`src/rtl/pmem_arbiter.sv`:
```
// Program memory arbiter: CPU fetch path vs. loader/debug port.
// Starvation-bounded arbitration with lock, one access per cycle, 1-cycle read return.
module pmem_arbiter #(
    parameter int ADDR_W     = 8,
    parameter int DATA_W     = 8,
    parameter int STARVE_LIM = 4
) (
    input  logic              CLK,
    input  logic              CLB,
    input  logic              FetchReq,
    input  logic [ADDR_W-1:0] FetchAddr,
    output logic              FetchGnt,
    output logic              FetchValid,
    output logic [DATA_W-1:0] FetchData,
    output logic              Stall,
    input  logic              LoadReq,
    input  logic              LoadWe,
    input  logic              LoadLock,
    input  logic [ADDR_W-1:0] LoadAddr,
    input  logic [DATA_W-1:0] LoadWData,
    output logic              LoadGnt,
    output logic              LoadValid,
    output logic [DATA_W-1:0] LoadRData,
    output logic              MemEn,
    output logic              MemWe,
    output logic [ADDR_W-1:0] MemAddr,
    output logic [DATA_W-1:0] MemWData,
    input  logic [DATA_W-1:0] MemRData
);

    localparam int CNT_W = $clog2(STARVE_LIM + 1);
    localparam logic [CNT_W-1:0] LIM = CNT_W'(STARVE_LIM);

    typedef enum logic [1:0] {
        OWN_NONE  = 2'd0,
        OWN_FETCH = 2'd1,
        OWN_LOAD  = 2'd2
    } owner_t;

    owner_t           owner_q;
    owner_t           owner_d;
    logic [CNT_W-1:0] starve_cnt;
    logic [CNT_W-1:0] starve_d;
    logic             lock_q;
    logic             pend_f;
    logic             pend_d;
    logic             starved;

    assign starved = (starve_cnt == LIM);

    always_comb begin
        FetchGnt = 1'b0;
        LoadGnt  = 1'b0;
        priority case (1'b1)
            lock_q & LoadReq:             LoadGnt  = 1'b1;
            FetchReq & LoadReq & starved: FetchGnt = 1'b1;
            LoadReq:                      LoadGnt  = 1'b1;
            FetchReq:                     FetchGnt = 1'b1;
            default: ;
        endcase
    end

    always_comb begin
        MemEn    = FetchGnt | LoadGnt;
        MemWe    = LoadGnt & LoadWe;
        MemAddr  = '0;
        MemWData = '0;
        if (FetchGnt) begin
            MemAddr = FetchAddr;
        end else if (LoadGnt) begin
            MemAddr  = LoadAddr;
            MemWData = LoadWData;
        end
    end

    // Counter only measures an uninterrupted wait by the fetch path
    always_comb begin
        starve_d = starve_cnt;
        if (!FetchReq || FetchGnt) begin
            starve_d = '0;
        end else if (LoadGnt && starve_cnt < LIM) begin
            starve_d = starve_cnt + CNT_W'(1);
        end
    end

    always_comb begin
        owner_d = OWN_NONE;
        if (FetchGnt) begin
            owner_d = OWN_FETCH;
        end else if (LoadGnt && !LoadWe) begin
            owner_d = OWN_LOAD;
        end
    end

    always_comb begin
        pend_d = pend_f;
        if (FetchGnt) begin
            pend_d = 1'b1;
        end else if (FetchValid) begin
            pend_d = 1'b0;
        end
    end

    always_ff @(posedge CLK or negedge CLB) begin
        if (!CLB) begin
            owner_q    <= OWN_NONE;
            starve_cnt <= '0;
            lock_q     <= 1'b0;
            pend_f     <= 1'b0;
        end else begin
            owner_q    <= owner_d;
            starve_cnt <= starve_d;
            lock_q     <= LoadGnt & LoadLock;
            pend_f     <= pend_d;
        end
    end

    assign FetchValid = (owner_q == OWN_FETCH);
    assign LoadValid  = (owner_q == OWN_LOAD);
    assign FetchData  = FetchValid ? MemRData : '0;
    assign LoadRData  = LoadValid ? MemRData : '0;
    assign Stall      = (FetchReq & ~FetchGnt) | (pend_f & ~FetchValid);

endmodule

```
`config.mk`:
```
export PLATFORM = sky130hd
export DESIGN_NAME = pmem_arbiter
export DESIGN_NICKNAME = d
export VERILOG_FILES = /design/src/rtl/pmem_arbiter.sv
export SDC_FILE = /design/constraint.sdc
export NUM_CORES = 1
export LEC_CHECK = 0
export BUFFER_PORTS_ARGS = -buffer_cell sky130_fd_sc_hd__buf_2
export CAP_MARGIN = 20
export CORE_UTILIZATION = 28
export CTS_BUF_LIST = sky130_fd_sc_hd__clkbuf_16
export DETAILED_ROUTE_END_ITERATION = 10
export PLACE_DENSITY = 0.76
export SLEW_MARGIN = 20
export SYNTH_ARGS = -nofsm -noshare
export SYNTH_HDL_FRONTEND = slang
export SYNTH_SLANG_ARGS = --single-unit
```
`constraint.sdc`:
```
create_clock -name CLK -period 1.3 [get_ports CLK]
set_input_delay 0.13 -clock CLK [delete_from_list [all_inputs] [get_ports CLK]]
set_output_delay 0.13 -clock CLK [all_outputs]
set_load 0.1 [all_outputs]
```
==> results of run 1 <==
-- Yosys cell counts --
| cell | instances | area [µm²] |
|---|---|---|
| a21boi_4 | 1 | 18.8 |
| a22o_1 | 8 | 70.1 |
| and2_1 | 17 | 106 |
| and3_1 | 10 | 62.6 |
| buf_6 | 1 | 11.3 |
| clkbuf_1 | 4 | 15.0 |
| dfrtp_1 | 7 | 175 |
| ha_1 | 2 | 25.0 |
| inv_1 | 2 | 7.51 |
| mux2i_1 | 1 | 10.0 |
| nand2_1 | 1 | 3.75 |
| nand2b_1 | 2 | 12.5 |
| nand3_1 | 1 | 5.00 |
| nand3b_1 | 1 | 7.51 |
| nand4b_1 | 1 | 8.76 |
| nor2_1 | 4 | 15.0 |
| nor2b_1 | 3 | 18.8 |
| or2_2 | 1 | 6.26 |
| xor2_1 | 1 | 8.76 |
-- stage by stage --
| stage | TNS (ps) | hold WS (ps) | setup WS [ps] | instance area, µm² |
|---|---|---|---|---|
| after global placement | -1520 | -35.7 | -147 | 1830 |
| after detailed placement | -3340 | -28.3 | -232 | 1830 |
| after floorplan | -7960 | -166 | -752 | 792 |
-- cells by family after synthesis --
kind of cell | share of synthesized area (%)
xor gates and xnor gates | 1.49
DFF | 29.8
and+or+nand+nor | 41.9
muxes | 1.70
adders and majority gates | 4.25
AOI/OAI and AO/OA | 15.1
buffers and inverters | 5.74
==> out/metrics.cfg, run 1 <==
[run_status]
outcome = stopped before the end
haltStage = 4_1_cts
firstError = [ERROR DPL-0038] Utilization greater than 100%, impossible to legalize

[synthesis]
ys_ff_latch = 7
syn_nets = 108
synthCells = 68
seq_area_frac_synth_pct = 29.8
yosysWarnings = 0
synth_area_per_cell_um2 = 8.65
synth_area_um2 = 588
synth_cell_type_count = 19

[clock_network]
cts.hold.buffers_added = 1
root_buffer = clkbuf_16
post-cts-setup-buffers = 3
cts.sinks = 7
cts_resized = 21
cts_made_buffers = 3
clock_path_buffers = 2
ctsHtreeMaxLevel = 1

[place]
gp_congestion = 0.802
dp_cells = 178
port_buffers = 76
hpwl_mm = 2.67

[floorplanning]
ioPinCount = 77
row_count = 16
die_height_um = 47.8
die_w_um = 47.8
start_util_pct = 30.0

==> run 2: changes to the inputs <==
--- a/config.mk
+++ b/config.mk
@@ -7,10 +7,10 @@
 export LEC_CHECK = 0
 export BUFFER_PORTS_ARGS = -buffer_cell sky130_fd_sc_hd__buf_2
 export CAP_MARGIN = 20
-export CORE_UTILIZATION = 28
-export CTS_BUF_LIST = sky130_fd_sc_hd__clkbuf_16
+export CORE_AREA = 2 2 63 65
 export DETAILED_ROUTE_END_ITERATION = 10
-export PLACE_DENSITY = 0.76
+export DIE_AREA = 0 0 65 67
+export PLACE_DENSITY_LB_ADDON = 0.15
 export SLEW_MARGIN = 20
 export SYNTH_ARGS = -nofsm -noshare
 export SYNTH_HDL_FRONTEND = slang
==> constraint.sdc (replaced) <==
create_clock -name CLK -period 1.7 [get_ports CLK]
set_input_delay 0.17 -clock CLK [delete_from_list [all_inputs] [get_ports CLK]]
set_output_delay 0.17 -clock CLK [all_outputs]
set_load 0.1 [all_outputs]
==> run 2 against run 1 <==
Compared with the run above:
- the flow now finishes, with violations (negative setup slack)
- synthesized cell count unchanged
- synthesized area unchanged
==> out/metrics.cfg, run 2 <==
[synthesis]
yosys.cell_count.top_type = and2_1
synthCells = 68
synth.top_cell.area_share_pct = 29.8
synth_area_um2 = 588
synth.area.top_cells = dfrtp_1 30%, and2_1 18%, a22o_1 12%, and3_1 11%, ha_1 4.3%
synth_cell_type_count = 19
yosysWarnings = 0
synth_ff_type = dfrtp_1
seq_area_frac_synth_pct = 29.8
synthTopCellsByCount = 17 x and2_1, 10 x and3_1, 8 x a22o_1
synth_edf_count = 0
synth_largest_area_cell = dfrtp_1
synthArstFlopShare_pct = 100
ys_ff_latch = 7
syn_nets = 108
synth_area_per_cell_um2 = 8.65

[place]
hpwl_mm = 2.12
place_ws_ps = -84.5
dp_cells = 195
gp_congestion = 0.650
port_buffers = 76

[timing]
min_period_ps = 1900
tightest_slew_ps = 488
rsz0062_at_grt = true
setup_viol = 18
finClkSkew_ps = 0.644
fmax_ghz = 0.527
period_share_pct = 112
relSlewSlack_pct = 67.7
hold_violations = 0
slew_violations = 0
fin_ws_ps = -198
hold_slack_ps = 119

[pwr]
p_leak_nw = 0.929
p_comb_share_pct = 65.7
p_switching_w = 0.000544
p_seq_share_pct = 15.1
p_clk_share_pct = 19.2
p_sw_share_pct = 45.8
power_density_nw_per_um2 = 608
internal-power_w = 0.000643
vdd_drop_max_mv = 0.427

[worst_setup_path]
arrival_ps = 1730
cp_max_fo = 5
endpoint_kind = output pin
critPathKind = register to output pin
critPathLaunchType = register
critPathLaunch = starve_cnt[0]
reg2reg_from = starve_cnt[0]
required_ps = 1530

[floorplanning]
die_area_um2 = 4360
core-area_um2 = 3610
die_height_um = 67
ioPinCount = 77
start_util_pct = 16.3
die_w_um = 65
row_count = 22

[global_routing]
grt_pass1_wl_mm = 4.04
antenna_found_initial = 0
grt_remaining_overflow = 0
grt_pass1_vias = 864
grt_max_degree = 15
grt_use_total_pct = 12.4

[drt]
vias = 836
drc_errors = 0
routed_wl_mm = 2.49
vias_per_cell = 4.10
wl_per_cell_um = 12.2
first_pass_iters = 2
drt_iter0_markers = 3
ant_nets = 0

[layout]
largest_reg_flops = 3
final_cell_count_no_fill = 204
syn_to_final_growth_pct = 232
layout_commonest_cell = buf_12
drive_gt1_share_pct = 83.3
reg.largest.list = starve_cnt: 3 flops, owner_q: 2 flops
num_antenna_cells = 0
top_register = starve_cnt
seq_area_um2 = 175
n_fill_cell = 310
multiInputGateArea_um2 = 539
finalNetCount = 197
final_cell_mix = 40 x buf_12, 38 x buf_2, 9 x and2_4, 9 x and3_4
final_util_pct = 54.1

[run_status]
violations = negative setup slack
outcome = finished with violations

[hold_path]
hold_path.startpoint = LoadWe
min_path_type = input pin to register

[clock_network]
cts_tree = built
clock_path_buffers = 2
root_buffer = clkbuf_8
ctsHtreeMaxLevel = 1
clkLatencyLatePin_ps = 220
path_clk_slew_ps = 40
cts_made_buffers = 3
cts.sinks = 7

[job]
maxCapViolations = 0

[run 2: cell counts after synthesis]
No cell type changed its count.
[run 2: area by class of cell]
class,count,share of cell area [%]
clock buffers,4,2.31
inverters,2,0.385
multi-input cells,54,27.6
flip-flops and latches,7,8.97
well taps,48,3.08
repair buffers,89,57.6
[run 2: stage by stage]
stage | TNS, ps | instance area [µm²] | power, W
6_report | -2330 | 1950 | 0.00119
5_1_grt | -4420 | 1950 | 0.00124
4_1_cts | -2740 | 1920 | 0.00120
3_5_place_dp | -647 | 1780 | 0.000943
3_3_place_gp | -364 | 1780 | 0.000938
2_1_floorplan | -3240 | 709 | 0.000645
[run 2: kinds of logic after synthesis]
family                     Yosys count  synth area share, %
DFF                                  7                 29.8
adders and majority gates            2                 4.25
AOI/OAI and AO/OA                    9                 15.1
buffers and inverters                7                 5.74
muxes                                1                 1.70
and+or+nand+nor                     41                 41.9
xor gates and xnor gates             1                 1.49
[run 2: critical path: stages (launching register included)]
cell and delay (ps):
dfrtp_1 370, inv_1 60, ha_2 170, nand4b_1 130, and2_4 220, buf_12 130, a22o_4 250, buf_12 160
[run 2: power groups by stage]
stage	Combinational (W)	Clock [W]	Sequential (W)
detailed placement	0.000761	0	0.000182
global placement	0.000756	0	0.000181
global route	0.000806	0.000253	0.000180
floorplan	0.000463	0	0.000182
finish	0.000779	0.000228	0.000180
CTS	0.000786	0.000237	0.000180
[run 2: final timing paths]
check	endpoint	slack [ps]	depth (start not counted)
hold reg to reg	pend_f	540	2
min in group asynchronous	pend_f	310	2
hold / removal	owner_q[1]	120	2
setup reg to reg	owner_q[1]	270	7
setup / recovery	MemAddr[6]	-200	7
max in group asynchronous	starve_cnt[0]	1240	2
[run 2: routing by layer]
layer,vias up,track usage (%),part of all wire (%)
li1,407,-,-
met1,368,13.1,39
met2,59,20.7,47
met3,2,6.42,13
met4,0,4.79,1.1
met5,-,0,0
[run 2: timing repair]
item                                    CTS  global route
cloned                                    1             1
hold endpoints to repair                  7             0
endpoints found under the setup margin   17            19
setup buffers                             2             1
hold buffers                              1             0
pin swaps                                 9            10
resized for setup                        15             2
Note: power is estimated with default switching activity, not from simulation.
==> run 3: changes to the inputs <==
==> constraint.sdc (replaced) <==
create_clock -name CLK -period 2.1 [get_ports CLK]
set_input_delay 0.21 -clock CLK [delete_from_list [all_inputs] [get_ports CLK]]
set_output_delay 0.21 -clock CLK [all_outputs]
set_load 0.1 [all_outputs]
==> run 3 against run 2 <==
Compared with the run above:
- the run now ends clean
- sequential share of layout area up 4.3 points
- clock power down 20%
- clock-buffer cell count unchanged
- first-iteration DRC count rose to 4.3 times the previous value
- wire length down 17%
- flip-flop and latch count unchanged
- power down 30%
- combinational power down 36%
- sequential power down 19%
- critical path type unchanged
- highest routed layer unchanged
==> out/metrics.cfg, run 3 (synthesis gave the netlist of run 2 again) <==
[layout]
num_antenna_cells = 0
final_util_pct = 36.6
layout_commonest_cell = buf_2
reg.largest.list = starve_cnt: 3 flops, owner_q: 2 flops
finalNetCount = 189
top_register = starve_cnt
drive_gt1_share_pct = 63.5
finalInstanceArea_um2 = 1320
final_cell_mix = 66 x buf_2, 17 x and2_1, 11 x buf_12
final_cell_count_no_fill = 196
syn_to_final_growth_pct = 124
largest_reg_flops = 3

[place]
place_ws_ps = 274
gp_congestion = 0.702
port_buffers = 76
hpwl_mm = 1.79
dp_cells = 189
postPlaceCellArea_um2 = 1230

[run_status]
outcome = completed

[timing]
rsz0062_at_grt = false
finClkSkew_ps = 0.648
fin_ws_ps = 131
min_period_ps = 1970
tightest_slew_ps = 492
slew_violations = 0
hold_slack_ps = 167
fmax_ghz = 0.508
hold_violations = 0
period_share_pct = 93.8
relSlewSlack_pct = 67.4
setup_viol = 0

[job]
maxCapViolations = 0

[clock_network]
root_buffer = clkbuf_8
cts_tree = built
clkLatencyLatePin_ps = 220
cts_made_buffers = 3
clock_path_buffers = 2
ctsHtreeMaxLevel = 1
cts.sinks = 7
path_clk_slew_ps = 40

[drt]
ant_nets = 0
drc_errors = 0
drt_iter0_markers = 13
vias_per_cell = 4.04
first_pass_iters = 3
vias = 792
routed_wl_mm = 2.06
wl_per_cell_um = 10.5

[global_routing]
grt_remaining_overflow = 0
grt_pass1_wl_mm = 3.12
antenna_found_initial = 0
grt_use_total_pct = 9.54
grt_max_degree = 15
grt_pass1_vias = 740

[floorplanning]
row_count = 22
ioPinCount = 77
die_w_um = 65
die_area_um2 = 4360
core-area_um2 = 3610
start_util_pct = 16.3
die_height_um = 67

[worst_setup_path]
required_ps = 1890
reg2reg_slack_ps = 770
cp_max_fo = 10
endpoint_kind = output pin
critPathLaunchType = register
cpPeakStageDelay_ps = 390
crit_chain = inv_1 -> ha_2 -> nand4b_1 -> and2_1 -> buf_6 -> a22o_2 -> buf_12
crit_buf_inv = 3
arrival_ps = 1760
crit_slowest_cell = dfrtp_1
critPathKind = register to output pin
critical_path.top_delay_family = flip-flops

[pwr]
p_leak_nw = 0.744
vdd_drop_max_mv = 0.294
power_density_nw_per_um2 = 627

[hold_path]
min_path_type = input pin to register

## run 3: changes by cell type in the layout (fill, tap and decap cells not counted), sizes merged
cell,change
buf,-7
clkbuf,-1
## run 3: stage by stage
stage	total power (W)	setup TNS, ps
CTS	0.000831	0
global placement	0.000639	0
global route	0.000863	0
detailed placement	0.000641	0
finish	0.000827	0
floorplan	0.000508	-389
## run 3: area by class of cell
| type | count | area [µm²] |
|---|---|---|
| Fill cell | 363 | 2290 |
| Inverter | 2 | 7.51 |
| Tap cell | 48 | 60.1 |
| Timing Repair Buffer | 81 | 587 |
| Multi-Input combinational cell | 54 | 444 |
| Sequential cell | 7 | 175 |
| Clock buffer | 4 | 45.0 |
## run 3: final timing paths
check / start / endpoint / cells after the start
max: starve_cnt[0] / MemAddr[0] / 7
min: LoadWe / owner_q[1] / 2
max reg2reg: starve_cnt[0] / pend_f / 6
min reg2reg: pend_f / pend_f / 2
max in group asynchronous: CLB / owner_q[0] / 2
min in group asynchronous: CLB / starve_cnt[0] / 2
## run 3: per-layer routing
layer,vias up,track usage [%],wire (µm)
met5,-,0,0
met4,0,6.38,53
met3,5,2.36,238
met2,55,17.9,1060
met1,340,9.15,707
li1,392,-,-
## run 3: power breakdown
group | leakage [nW] | internal (W) | switching, W | total [W]
Combinational | 0.631 | 0.000140 | 0.000358 | 0.000498
Sequential | 0.0904 | 0.000143 | 0.00000323 | 0.000146
Clock | 0.0228 | 0.000131 | 0.0000521 | 0.000183
Total | 0.744 | 0.000413 | 0.000414 | 0.000827
## run 3: what timing repair did
action | 4_1_cts | 5_1_grt
endpoints found under the setup margin | 0 | 8
hold buffers | 1 | 0
endpoints found under the hold margin | 7 | 0
gates resized for setup | 0 | 2
buffers inserted | 0 | 2
==> run 4: changes to the inputs <==
--- a/config.mk
+++ b/config.mk
@@ -11,6 +11,7 @@
 export DETAILED_ROUTE_END_ITERATION = 10
 export DIE_AREA = 0 0 65 67
 export PLACE_DENSITY_LB_ADDON = 0.15
+export SETUP_SLACK_MARGIN = 0.4
 export SLEW_MARGIN = 20
 export SYNTH_ARGS = -nofsm -noshare
 export SYNTH_HDL_FRONTEND = slang
==> run 4 against run 3 <==
Compared with the run above:
- core utilization up 8.5 points
- register-to-register slack worse by 80 ps
- cell count up 4.1%
- setup slack better by 140 ps
- global-route usage up 1.4 points
- largest cell class unchanged
==> out/metrics.cfg, run 4 (synthesis gave the netlist of run 2 again) <==
[floorplanning]
die_w_um = 65
core-area_um2 = 3610
die_area_um2 = 4360
row_count = 22
ioPinCount = 77
start_util_pct = 16.3
die_height_um = 67

[timing]
setup_viol = 0
min_period_ps = 1830
hold_slack_ps = 178
tightest_slew_ps = 483
slew_violations = 0
fin_ws_ps = 270
rsz0062_at_grt = true
period_share_pct = 87.2
hold_violations = 0
finClkSkew_ps = 3.39
relSlewSlack_pct = 68.0
fmax_ghz = 0.546

[layout]
layout_commonest_cell = buf_2
top_register = starve_cnt
multiInputGateArea_um2 = 531
final_cell_mix = 39 x buf_2, 17 x and2_4, 16 x buf_4
num_antenna_cells = 0
reg.largest.list = starve_cnt: 3 flops, owner_q: 2 flops
finalInstanceArea_um2 = 1630
n_fill_cell = 363
largest_reg_flops = 3
seq_area_um2 = 175
finalNetCount = 197
syn_to_final_growth_pct = 176
drive_gt1_share_pct = 83.3

[worst_setup_path]
cp_max_fo = 9
required_ps = 1890
critPathKind = register to output pin
arrival_ps = 1620
endpoint_kind = output pin
critPathLaunchType = register

[drt]
first_pass_iters = 4
wl_per_cell_um = 11.8
drc_errors = 0
routed_wl_mm = 2.41
vias = 844
ant_nets = 0
vias_per_cell = 4.14
drt_iter0_markers = 6

[global_routing]
antenna_found_initial = 0
grt_use_total_pct = 10.9
grt_remaining_overflow = 0
grt_pass1_vias = 859
grt_max_degree = 15
grt_pass1_wl_mm = 3.66

[place]
port_buffers = 76
gp_congestion = 0.641
postPlaceCellArea_um2 = 1300
hpwl_mm = 1.93
place_ws_ps = 245

[clock_network]
cts_tree = built
clkLatencyLatePin_ps = 220
ctsHtreeMaxLevel = 1
cts_made_buffers = 3
clock_path_buffers = 2
root_buffer = clkbuf_8
path_clk_slew_ps = 40
cts.sinks = 7

[pwr]
p_leak_nw = 0.850
power_density_nw_per_um2 = 554
power_w = 0.000900
vdd_drop_max_mv = 0.416

[hold_path]
min_path_type = input pin to register

[job]
maxCapViolations = 0

[run_status]
outcome = completed

-- run 4: changes by cell type in the layout (fill, tap and decap cells not counted), moves of 2 or more --
cell | before | now
and2_1 | 17 | 0
and2_4 | 0 | 17
and3_1 | 10 | 1
and3_2 | 0 | 9
buf_12 | 11 | 13
buf_2 | 66 | 39
buf_4 | 2 | 16
buf_6 | 1 | 3
buf_8 | 0 | 8
clkbuf_4 | 0 | 9
-- run 4: metrics by stage --
step,instances,utilization (%),setup TNS (ps)
after CTS,202,43.7,0
final,204,45.1,0
after global placement,190,36.2,0
after global routing,204,45.1,0
after detailed placement,190,36.2,0
after floorplan,68,-,-253
-- run 4: timing repair --
| action | 4_1_cts | 5_1_grt |
|---|---|---|
| cloned | 0 | 0 |
| pin swaps | 2 | 1 |
| endpoints found under the setup margin | 29 | 30 |
| gates resized for setup | 46 | 12 |
| hold buffers | 1 | 0 |
| setup buffers | 7 | 2 |
| hold endpoints to repair | 7 | 0 |
-- run 4: critical path, cell delays in order, from the launching register on --
cell and delay [ps]:
dfrtp_1 380, inv_1 70, ha_1 150, nand4b_1 120, and2_4 240, a22o_4 280, buf_12 160
-- run 4: final cells by class --
class | instances | share of cell area [%]
sequential | 7 | 10.8
clock buffer | 4 | 2.77
timing repair buffer | 89 | 49.7
inverter | 2 | 0.462
tap | 48 | 3.70
multi-input combinational | 54 | 32.6
-- run 4: worst paths after layout --
path                               start            end  slack (ps)  depth (start not counted)
max in group asynchronous            CLB  starve_cnt[2]        1600                          2
setup reg to reg           starve_cnt[1]  starve_cnt[0]         690                          8
min in group asynchronous            CLB         pend_f         340                          2
hold / removal                    LoadWe     owner_q[1]         180                          2
hold reg to reg                   pend_f         pend_f         530                          2
setup / recovery           starve_cnt[1]     MemAddr[3]         270                          6
-- run 4: power breakdown --
| part | switching [W] | total, W | internal, W |
|---|---|---|---|
| combinational | 0.000374 | 0.000568 | 0.000194 |
| clock | 0.0000541 | 0.000185 | 0.000131 |
| sequential | 0.00000378 | 0.000146 | 0.000143 |
-- run 4: layer usage --
layer | global-route usage, % | up-vias | share of wire [%]
li1 | - | 408 | -
met1 | 11.2 | 372 | 36
met2 | 21.4 | 64 | 52
met3 | 4.05 | 0 | 11
met4 | 1.60 | 0 | 0
met5 | 0 | - | 0
